## src/rtl/cpu6502_bus_if.sv

```systemverilog
// cpu6502_bus_if
//   Bridges the cpu6502 core onto a req/ack memory bus. Every core cycle
//   becomes one handshaked transaction, and cpu_ready is held low until that
//   transaction completes. Read data is registered back to the core.
//
// Parameters
//   TIMEOUT   max REQ cycles without mem_ack before a forced completion (>=2)
//   ERR_DATA  read data returned to the core on a timed-out read
//
// Optional feature
//   CPU_BUS_TIMEOUT_EN  when defined, a watchdog ends a transaction after
//                       TIMEOUT unacknowledged REQ cycles and sets bus_err.
//                       When undefined, REQ waits for mem_ack forever, bus_err
//                       is tied low and err_clr is ignored.
//
// Ports
//   clk, reset_n           clock, asynchronous active-low reset
//   cpu_address/write/
//   cpu_data_o             core request, held stable while cpu_ready=0
//   cpu_data_i             registered read data to the core
//   cpu_ready              one-cycle pulse: the core advances on this edge
//   mem_req                registered transaction request
//   mem_we/addr/wdata      combinational pass-through of the core request
//   mem_rdata, mem_ack     slave read data and completion
//   err_clr, bus_err       clear input and sticky timeout flag
module cpu6502_bus_if #(
  parameter int unsigned TIMEOUT  = 64,
  parameter logic [7:0]  ERR_DATA = 8'hFF
) (
  input  logic        clk,
  input  logic        reset_n,
  input  logic [15:0] cpu_address,
  input  logic        cpu_write,
  input  logic [7:0]  cpu_data_o,
  output logic [7:0]  cpu_data_i,
  output logic        cpu_ready,
  output logic        mem_req,
  output logic        mem_we,
  output logic [15:0] mem_addr,
  output logic [7:0]  mem_wdata,
  input  logic [7:0]  mem_rdata,
  input  logic        mem_ack,
  input  logic        err_clr,
  output logic        bus_err
);

  typedef enum logic [1:0] {
    S_IDLE = 2'd0,
    S_REQ  = 2'd1,
    S_DONE = 2'd2
  } state_e;

  state_e     state_q, state_d;
  logic       req_q, req_d;
  logic       rdy_q, rdy_d;
  logic [7:0] data_q, data_d;

`ifdef CPU_BUS_TIMEOUT_EN
  localparam int unsigned CNT_W = $clog2(TIMEOUT);

  logic [CNT_W-1:0] wait_q, wait_d;
  logic             err_q, err_d;
  logic             timeout;
`endif

  assign mem_we     = cpu_write;
  assign mem_addr   = cpu_address;
  assign mem_wdata  = cpu_data_o;
  assign mem_req    = req_q;
  assign cpu_ready  = rdy_q;
  assign cpu_data_i = data_q;

  // Outputs are computed for the next state so they come straight from flops.
  always_comb begin
    state_d = state_q;
    req_d   = 1'b0;
    rdy_d   = 1'b0;
    data_d  = data_q;
`ifdef CPU_BUS_TIMEOUT_EN
    wait_d  = wait_q;
    timeout = 1'b0;
`endif
    unique case (state_q)
      S_IDLE: begin
        state_d = S_REQ;
        req_d   = 1'b1;
      end
      S_REQ: begin
        if (mem_ack) begin
          state_d = S_DONE;
          rdy_d   = 1'b1;
          if (!cpu_write) data_d = mem_rdata;
`ifdef CPU_BUS_TIMEOUT_EN
          wait_d  = '0;
        end else if (wait_q == CNT_W'(TIMEOUT - 1)) begin
          // Final allowed REQ cycle passed without ack: force completion.
          timeout = 1'b1;
          state_d = S_DONE;
          rdy_d   = 1'b1;
          wait_d  = '0;
          if (!cpu_write) data_d = ERR_DATA;
        end else begin
          req_d  = 1'b1;
          wait_d = wait_q + 1'b1;
`else
        end else begin
          req_d = 1'b1;
`endif
        end
      end
      S_DONE: begin
        state_d = S_REQ;
        req_d   = 1'b1;
`ifdef CPU_BUS_TIMEOUT_EN
        wait_d  = '0;
`endif
      end
      default: begin
        state_d = S_IDLE;
      end
    endcase
`ifdef CPU_BUS_TIMEOUT_EN
    // Set dominates clear when both happen in the same cycle.
    err_d = (err_q & ~err_clr) | timeout;
`endif
  end

  always_ff @(posedge clk or negedge reset_n) begin
    if (!reset_n) begin
      state_q <= S_IDLE;
      req_q   <= 1'b0;
      rdy_q   <= 1'b0;
      data_q  <= 8'h00;
    end else begin
      state_q <= state_d;
      req_q   <= req_d;
      rdy_q   <= rdy_d;
      data_q  <= data_d;
    end
  end

`ifdef CPU_BUS_TIMEOUT_EN
  always_ff @(posedge clk or negedge reset_n) begin
    if (!reset_n) begin
      wait_q <= '0;
      err_q  <= 1'b0;
    end else begin
      wait_q <= wait_d;
      err_q  <= err_d;
    end
  end

  assign bus_err = err_q;
`else
  logic unused_cfg;
  assign unused_cfg = err_clr ^ (TIMEOUT < 2) ^ (ERR_DATA == 8'h00);
  assign bus_err    = 1'b0;
`endif

endmodule

```

## config.mk

```make
export PLATFORM = sky130hd
export DESIGN_NAME = cpu6502_bus_if
export DESIGN_NICKNAME = d
export VERILOG_FILES = /design/src/rtl/cpu6502_bus_if.sv
export SDC_FILE = /design/constraint.sdc
export NUM_CORES = 1
export LEC_CHECK = 0
export BUFFER_PORTS_ARGS = -buffer_cell sky130_fd_sc_hd__buf_2
export CORE_MARGIN = 4
export CORE_UTILIZATION = 36
export CTS_CLUSTER_SIZE = 10
export DETAILED_ROUTE_END_ITERATION = 12
export HOLD_SLACK_MARGIN = 0.02
export PLACE_DENSITY = 0.89
export SLEW_MARGIN = 20
export SYNTH_ARGS = -nofsm -noshare
export SYNTH_HDL_FRONTEND = slang
export SYNTH_SLANG_ARGS = --single-unit
```

## constraint.sdc

```tcl
create_clock -name clk -period 3.6 [get_ports clk]
set_input_delay 0.18 -clock clk [delete_from_list [all_inputs] [get_ports clk]]
set_output_delay 0.18 -clock clk [all_outputs]
set_load 0.1 [all_outputs]
```

# Word-level counts from Yosys, hierarchy flattened
# Cells that the tools add are included.
# totals
ramBits	0
output_inout_bits	36
rom_bits	0
latchBits	0
regBits	12
mem_count	0
# classes
n_bitwise	1
reduce_logical	3
order_cmp	0
div_mod_pow	0
multipliers	0
n_mux	6
add_sub_neg	0
n_shift	0
n_eq_ne	3
# ops
operator	n
$pmux 2 s2	1
$mux 1	3
$reduce_and 3->1	1
$eq 2x1->1 const B	1
$eq 2x2->1 const B	1
$logic_not 2->1	1
$mux 2	1
$ne 2x2->1 const B	1
$pmux 1 s2	1
$reduce_or 2->1	1
$not 1->1	1

# Depth between registers and ports, before layout
# Gate-level depths: netlist (run 1).
# logic_depth
word_depth	3
mapped_depth	3

# Worst setup path before layout (run 1)
# No wires, ideal clock.
# synth_path
path_kind	reg2reg
start	register cpu_data_i[0] (netlist name)
end	register data_q[0], in the netlist cpu_data_i[0]
path_buffers	0
setup_ns	0.126
required_ns	3.474
path_stages_with_launch	2
period_less_slack_ns	1.258
arrival_ns	1.132
path_slack_ns	2.342
cell_sequence	dfrtp_1 -> mux2_4
# synth_rtl
item	line	source
to (signal assigned)	138	data_q <= data_d;
to (decl)	56	logic [7:0] data_q, data_d;

# Worst setup path in the final report (run 1)
# layout_path
start	register state_q[1]
end	register data_q[7], in the netlist cpu_data_i[7]
# layout_via
elab_chain_cells	2
# layout_rtl
item	line	source
from (decl)	53	state_e state_q, state_d;
from (signal assigned)	135	state_q <= state_d;
$eq 2x1->1	83	unique case (state_q)
$reduce_and 3->1 (no source line)	n/a	
# Every way passes these cells.
# A chain may end at the register's enable or synchronous reset.

==> metrics.md, run 1 <==
| Metric | Value |
|---|---|
| Status | `finished, final reports clean` |
| Post-synthesis cell type count | `9` |
| Placed Area | `between 500 and 600 sq um` |
| TritonCTS Buffers | `3` |
| Final core occ | `0.3699` |
| Routed Antenna Nets | `0` |
| Post-Syn Instances | `54` |
| Synthesized area | `between 600 and 700 sq um` |
| Period utilization | `0.4146` |
| VDD IR max | `0.3255 mV` |
| Reg2reg setup slack | `~2.1 ns` |
| Total gr overflow | `0` |
| First-pass GRT wire length | `between 1500 and 2000 microns` |
| Critical-path cell list | `and4bb_1 -> mux2_4` |
| Hold Crit Depth | `2` |
| Slowest CP cell | `and4bb_1` |
| P_leak | `0.3312 nW` |
| R2R depth | `2` |
| Setup Buffers After CTS | `0` |
| CP startpoint kind | `register` |
| Slowest stage delay, CP | `0.61 ns` |
| Slew margin rel. | `0.6494` |
| Design Area, Final | `645.6 sq um` |
| RSZ-0062 raised after global routing | `false` |
| Die Height | `50.96 microns` |
| Clock Skews | `0.002672 ns` |
| Buf/Inv on CP | `0` |
| Routed Wire Length | `around 1100 microns` |
| Crit path capture type | `register` |
| Worst-margin pin slew | `0.5260 ns` |
| Row cnt | `15` |
| Setup Total Neg Slack | `0 ns` |
| R2R Path End | `cpu_data_i[7]` |
| Clk_lat worst skew | `0.26 ns` |
| Min-delay worst type | `input pin to register` |
| Hold Crit Endpoint | `mem_req` |
| Worst EP required | `3.75 ns` |
| Number of vias per cell | `4.329` |
| # diodes | `0` |
| Post-Syn Nets | `91` |
| Bufs on Longest Clock Path | `2` |
| Syn avg cell area | `~12 sq um` |
| Routability Congestion | `between 0.5 and 0.6` |
| Number of remaining DRC errors | `0` |
| Max_cap viols | `0` |
| Slew Viols, Final | `0` |
| NumNets Final | `slightly above 90` |
| PostCTS Resize Cnt | `0` |
| Num ports | `73` |
| Initial antenna violation count | `0` |
| Fin crit period | `approximately 1.5 ns` |
| Port Buffers | `22` |
| Share of the yosys chip area belonging to registers | `0.4520` |
| Layout cell share with drive strength beyond 1 | `0.6296` |
| Clock root cell | `clkbuf_4` |
| Worst reg2reg startpoint | `state_q[1]` |
| Critical Path AT | `1.64 ns` |
| Largest net degree at the start of global routing | `13` |
| Final-layout fill cell count | `176` |
| CTS Sinks | `12` |
| Final hold violations | `0` |
| Yosys reg bits | `12` |
| CP delay by family, top | `simple AND/OR/NAND/NOR gates` |
| Core Region | `0.001745 sq mm` |
| Final setup viols | `0` |
| Crit path max fanout | `8` |
| F_max | `669.9 MHz` |
| CTS tree | `built` |
| DIE WIDTH | `50.96 microns` |
| Die area | `~0.0026 sq mm` |
| Layout area overhead | `-2.825%` |
| Starting DRC count in detailed routing | `3` |
| Power density over the cells | `1000 mW/mm^2` |
| Final hold slack | `0.1365 ns` |
| Crit Path Category | `register to register` |
| Initial Util | `0.3806` |
| Total number of vias | `342` |
| Avg WL per Cell | `about 13 microns` |
| Worst-path clk slew | `0.07 ns` |
| DR pass1 iterations | `3` |
| Vias in the first global route | `350` |
| H-tree levels | `1` |
| HP Start | `mem_ack` |
| Synth warn | `0` |
| Gr usage total | `0.08929` |
[cell usage after synthesis]
master	number	share of area
o21ai_0	2	0.015
buf_4	26	0.29
and4bb_1	1	0.019
nor2_1	2	0.011
conb_1	1	0.0056
nand2_1	1	0.0056
buf_6	1	0.017
mux2_4	8	0.18
dfrtp_1	12	0.45
[stage by stage]
| step | power [mW] | setup WS (ns) | cells |
|---|---|---|---|
| 4_1_cts | 0.6525 | 2.088 | 79 |
| 3_5_place_dp | 0.5451 | 2.100 | 74 |
| 2_1_floorplan | 0.6208 | 2.342 | 54 |
| 3_3_place_gp | 0.5404 | 2.144 | 74 |
| 5_1_grt | 0.6729 | 2.004 | 79 |
| 6_report | 0.6459 | 2.107 | 79 |
[flip-flops by register name (all words and copies together), names as in the netlist]
name,flops
state_q,2
cpu_ready,1
mem_req,1
cpu_data_i,8
[cell usage in the layout (no fill, tap or decap), types with 2 or more instances in the layout]
cell type | netlist | final
clkbuf_4 | 0 | 3
o21ai_0 | 2 | 2
mux2_4 | 8 | 8
buf_2 | 0 | 22
dfrtp_1 | 12 | 12
nor2_1 | 2 | 2
[report_power, final]
part | internal [mW] | switching, mW | total, mW
combinational | 0.0685 | 0.286 | 0.355
clock | 0.0613 | 0.0422 | 0.104
sequential | 0.170 | 0.0177 | 0.188
[final cells by class]
class                   instances  area [sq um]  area share
flip-flops and latches         12         300.3      0.4651
multi-input cells              15         157.7      0.2442
repair buffers                 23         120.1      0.1860
clock buffers                   4         36.28     0.05620
well taps                      25         31.28     0.04845
[what timing repair did]
action                                 in CTS  in global routing
endpoints found under the hold margin      12                  0
setup endpoints to repair                   0                  0
hold buffers                                1                  0
[cells by family (layout without fill, tap and decap cells)]
logic type	after synthesis	after routing	share of synthesized area
simple gates	4	4	0.03578
other cells	1	1	0.005644
flops	12	12	0.4520
mux	8	8	0.1808
compound gates	2	2	0.01507
buf+inv	27	27	0.3107
[worst max-delay path by stage]
stage | start | end | slack [ns] | cells past startpoint
finish | state_q[1] | cpu_data_i[7] | 2.11 | 2
global route | state_q[1] | cpu_data_i[2] | 2.00 | 2
CTS | state_q[1] | cpu_data_i[7] | 2.09 | 2
detailed placement | state_q[1] | cpu_data_i[7] | 2.10 | 2
global placement | state_q[1] | cpu_data_i[7] | 2.14 | 2
floorplan | cpu_data_i[0] | cpu_data_i[0] | 2.34 | 1
[metal layers]
| metal | up-vias | track usage | wire length, microns |
|---|---|---|---|
| met5 | - | 0 | 0 |
| met4 | 0 | 0.05830 | 20 |
| met3 | 8 | 0.04082 | 133 |
| met2 | 26 | 0.1309 | 471 |
| met1 | 162 | 0.1036 | 433 |
| li1 | 146 | - | - |
[worst register-to-register path, stage by stage, from the launching register on]
cell	delay (ns)
dfrtp_1	0.42
and4bb_1	0.61
mux2_4	0.35
No activity file was read; power rests on OpenSTA's default activity.
==> run 2: changes to the inputs <==
--- a/config.mk
+++ b/config.mk
@@ -7,11 +7,11 @@
 export LEC_CHECK = 0
 export BUFFER_PORTS_ARGS = -buffer_cell sky130_fd_sc_hd__buf_2
 export CORE_MARGIN = 4
-export CORE_UTILIZATION = 36
+export CORE_UTILIZATION = 30
 export CTS_CLUSTER_SIZE = 10
 export DETAILED_ROUTE_END_ITERATION = 12
 export HOLD_SLACK_MARGIN = 0.02
-export PLACE_DENSITY = 0.89
+export PLACE_DENSITY = 0.8
 export SLEW_MARGIN = 20
 export SYNTH_ARGS = -nofsm -noshare
 export SYNTH_HDL_FRONTEND = slang
==> constraint.sdc (replaced) <==
create_clock -name clk -period 1.3 [get_ports clk]
set_input_delay 0.065 -clock clk [delete_from_list [all_inputs] [get_ports clk]]
set_output_delay 0.065 -clock clk [all_outputs]
set_load 0.1 [all_outputs]
==> run 2 against run 1 <==
Global-route usage down 2.4 points. Final cell count is 6.3% higher. Non-clock buffer count increased by 3. Flip-flop and latch count did not move. Clock power increased to 2.7 times the previous value. Wire length shrank 3.1%. Clock skew fell by 0.0019 ns. Clock-buffer cell count unchanged. Final area rose by 6.2%. Via count rose by 0.58%. Critical path depth rose by 1. Critical endpoint is now cpu_data_i[5]. Largest cell class unchanged. Highest routed layer unchanged.
==> metrics.md, run 2 (synthesized netlist as in run 1, its figures left out) <==
| Metric | Value |
|---|---|
| Detail Placement HPWL | `830.7 microns` |
| Row cnt | `16 (was 15)` |
| HP Start | `mem_rdata[6] (was mem_ack)` |
| F_max | `789.7 MHz (was 669.9 MHz)` |
| DIE WIDTH | `55.06 microns (was 50.96 microns)` |
| Initial antenna violation count | `0 (unchanged)` |
| TritonCTS Buffers | `3 (unchanged)` |
| Bufs on Longest Clock Path | `2 (unchanged)` |
| Critical Path AT | `1.41 ns (was 1.64 ns)` |
| Crit path max fanout | `8 (unchanged)` |
| Core Region | `0.002042 sq mm (was 0.001745 sq mm)` |
| Routability Congestion | `0.6700 (was 0.5563)` |
| Clock root cell | `clkbuf_4 (unchanged)` |
| Vias in the first global route | `329 (was 350)` |
| Min-delay worst type | `input pin to register (unchanged)` |
| Fin crit period | `1.266 ns (was 1.493 ns)` |
| DR WL met3 | `196 microns (was 133 microns)` |
| Hold Crit Endpoint | `cpu_data_i[6] (was mem_req)` |
| Multi-input logic area | `157.7 sq um (unchanged)` |
| Layout cell share with drive strength beyond 1 | `0.6316 (was 0.6296)` |
| R2R Path End | `cpu_data_i[5] (was cpu_data_i[7])` |
| R2R depth | `3 (was 2)` |
| Layout area overhead | `3.202% (was -2.825%)` |
| Status | `finished, final reports clean (unchanged)` |
| CP Launch Point | `state_q[1] (unchanged)` |
| Hold Crit Depth | `2 (unchanged)` |
| Final setup viols | `0 (unchanged)` |
| Initial Util | `0.3254 (was 0.3806)` |
| Worst reg2reg startpoint | `state_q[1] (unchanged)` |
| CTS tree | `built (unchanged)` |
| Num ports | `73 (unchanged)` |
| Total number of vias | `344 (was 342)` |
| Final hold slack | `0.03965 ns (was 0.1365 ns)` |
| Largest net degree at the start of global routing | `13 (unchanged)` |
| Max reg flops | `8 (unchanged)` |
| P_leak | `0.3490 nW (was 0.3312 nW)` |
| Met1 Wirelength | `360 microns (was 433 microns)` |
| Met2 WL post-DR | `459 microns (was 471 microns)` |
| Final worst slack | `0.03367 ns (was 2.107 ns)` |
| Max layer used | `met4 (unchanged)` |
| Die Height | `55.06 microns (was 50.96 microns)` |
| Final core occ | `0.3358 (was 0.3699)` |
| Slowest stage delay, CP | `0.40 ns (was 0.61 ns)` |
| H-tree levels | `1 (unchanged)` |
| Dpl ws | `0.04130 ns (was 2.100 ns)` |
| VDD IR max | `1.150 mV (was 0.3255 mV)` |
| Avg WL per Cell | `12.21 microns (was 13.41 microns)` |
| CP delay by family, top | `flip-flops (was simple AND/OR/NAND/NOR gates)` |
| PostCTS Resize Cnt | `0 (unchanged)` |
| NumNets Final | `95 (was 92)` |
| # diodes | `0 (unchanged)` |
| Commonest non-fill, non-tap cells in the layout | `buf_2 (22), dfrtp_1 (12), mux2_4 (8) (unchanged)` |
| Gr usage total | `0.06513 (was 0.08929)` |
| CP startpoint kind | `register (unchanged)` |
| Routed Wire Length | `1026 microns (was 1059 microns)` |
| Crit Path Category | `register to register (unchanged)` |
| Total gr overflow | `0 (unchanged)` |
| Die area | `0.003032 sq mm (was 0.002597 sq mm)` |
| Number of remaining DRC errors | `0 (unchanged)` |
| DR pass1 iterations | `1 (was 3)` |
| Final-layout fill cell count | `203 (was 176)` |
| Slew Viols, Final | `0 (unchanged)` |
| Clk_lat worst skew | `0.26 ns (about the same)` |
| Worst EP required | `1.44 ns (was 3.75 ns)` |
| CTS Sinks | `12 (unchanged)` |
| First-pass GRT wire length | `1393 microns (was 1676 microns)` |
| Buf/Inv on CP | `1 (was 0)` |
| Leading cell type in the layout, fill and taps excluded | `buf_2 (unchanged)` |
| Final hold violations | `0 (unchanged)` |
| Reg2reg setup slack | `0.03 ns (was 2.11 ns)` |
| Crit path capture type | `register (unchanged)` |
| Clock Skews | `0.0007906 ns (was 0.002672 ns)` |
| Instance count on the critical path | `3 (was 2)` |
| Max_cap viols | `0 (unchanged)` |
| Worst-path clk slew | `0.07 ns (about the same)` |
| Period utilization | `0.9741 (was 0.4146)` |
| RSZ-0062 raised after global routing | `true (was false)` |
| Slowest CP cell | `dfrtp_1 (was and4bb_1)` |
| Number of vias per cell | `4.095 (was 4.329)` |
| Power density over the cells | `2621 mW/mm^2 (was 1000 mW/mm^2)` |
| Routed Antenna Nets | `0 (unchanged)` |
| Port Buffers | `22 (unchanged)` |
| FF+latch area | `300.3 sq um (unchanged)` |
| Critical-path cell list | `and4bb_1 -> buf_12 -> mux2_4 (was and4bb_1 -> mux2_4)` |
| Starting DRC count in detailed routing | `0 (was 3)` |
==> run 2: changes by cell type in the layout (fill, tap and decap cells not counted) <==
cell,change
buf_12,+1
buf_4,+1
dlygate4sd3_1,+1
==> run 2: layer usage <==
layer | GRT usage | vias up
li1 | - | 152
met1 | 0.04463 | 156
met2 | 0.1358 | 32
met3 | 0.02949 | 4
met4 | 0.03644 | 0
met5 | 0 | -
==> run 2: area by class of cell <==
| cell class | count | share of cell area |
|---|---|---|
| flip-flops and latches | 12 | 0.4380 |
| well taps | 27 | 0.04927 |
| multi-input cells | 15 | 0.2299 |
| repair buffers | 26 | 0.2299 |
| clock buffers | 4 | 0.05292 |
==> run 2: repair_timing <==
item,CTS,global route
endpoints found under the setup margin,0,6
buffers inserted,0,0
hold buffers,2,0
hold endpoints to repair,13,0
==> run 2: through the flow <==
stage | TNS (ns) | power, mW | std cells | cell area [sq um]
after CTS | 0 | 1.813 | 84 | 685.7
after floorplan | 0 | 1.719 | 54 | 664.4
after global placement | 0 | 1.511 | 78 | 629.4
after global routing | -0.02089 | 1.863 | 84 | 685.7
final | 0 | 1.797 | 84 | 685.7
after detailed placement | 0 | 1.526 | 78 | 629.4
==> run 2: worst max path at each step <==
stage / endpoint / slack, ns
floorplan: cpu_data_i[0] / 0.04
global placement: cpu_data_i[4] / 0.08
detailed placement: cpu_data_i[2] / 0.04
CTS: cpu_data_i[2] / 0.02
global route: cpu_data_i[2] / -0.007
finish: cpu_data_i[5] / 0.03
==> run 2: power breakdown <==
| group | internal (mW) | leakage, nW | switching (mW) |
|---|---|---|---|
| registers | 0.472 | 0.142 | 0.0470 |
| logic | 0.204 | 0.186 | 0.798 |
| clock network | 0.170 | 0.0210 | 0.106 |
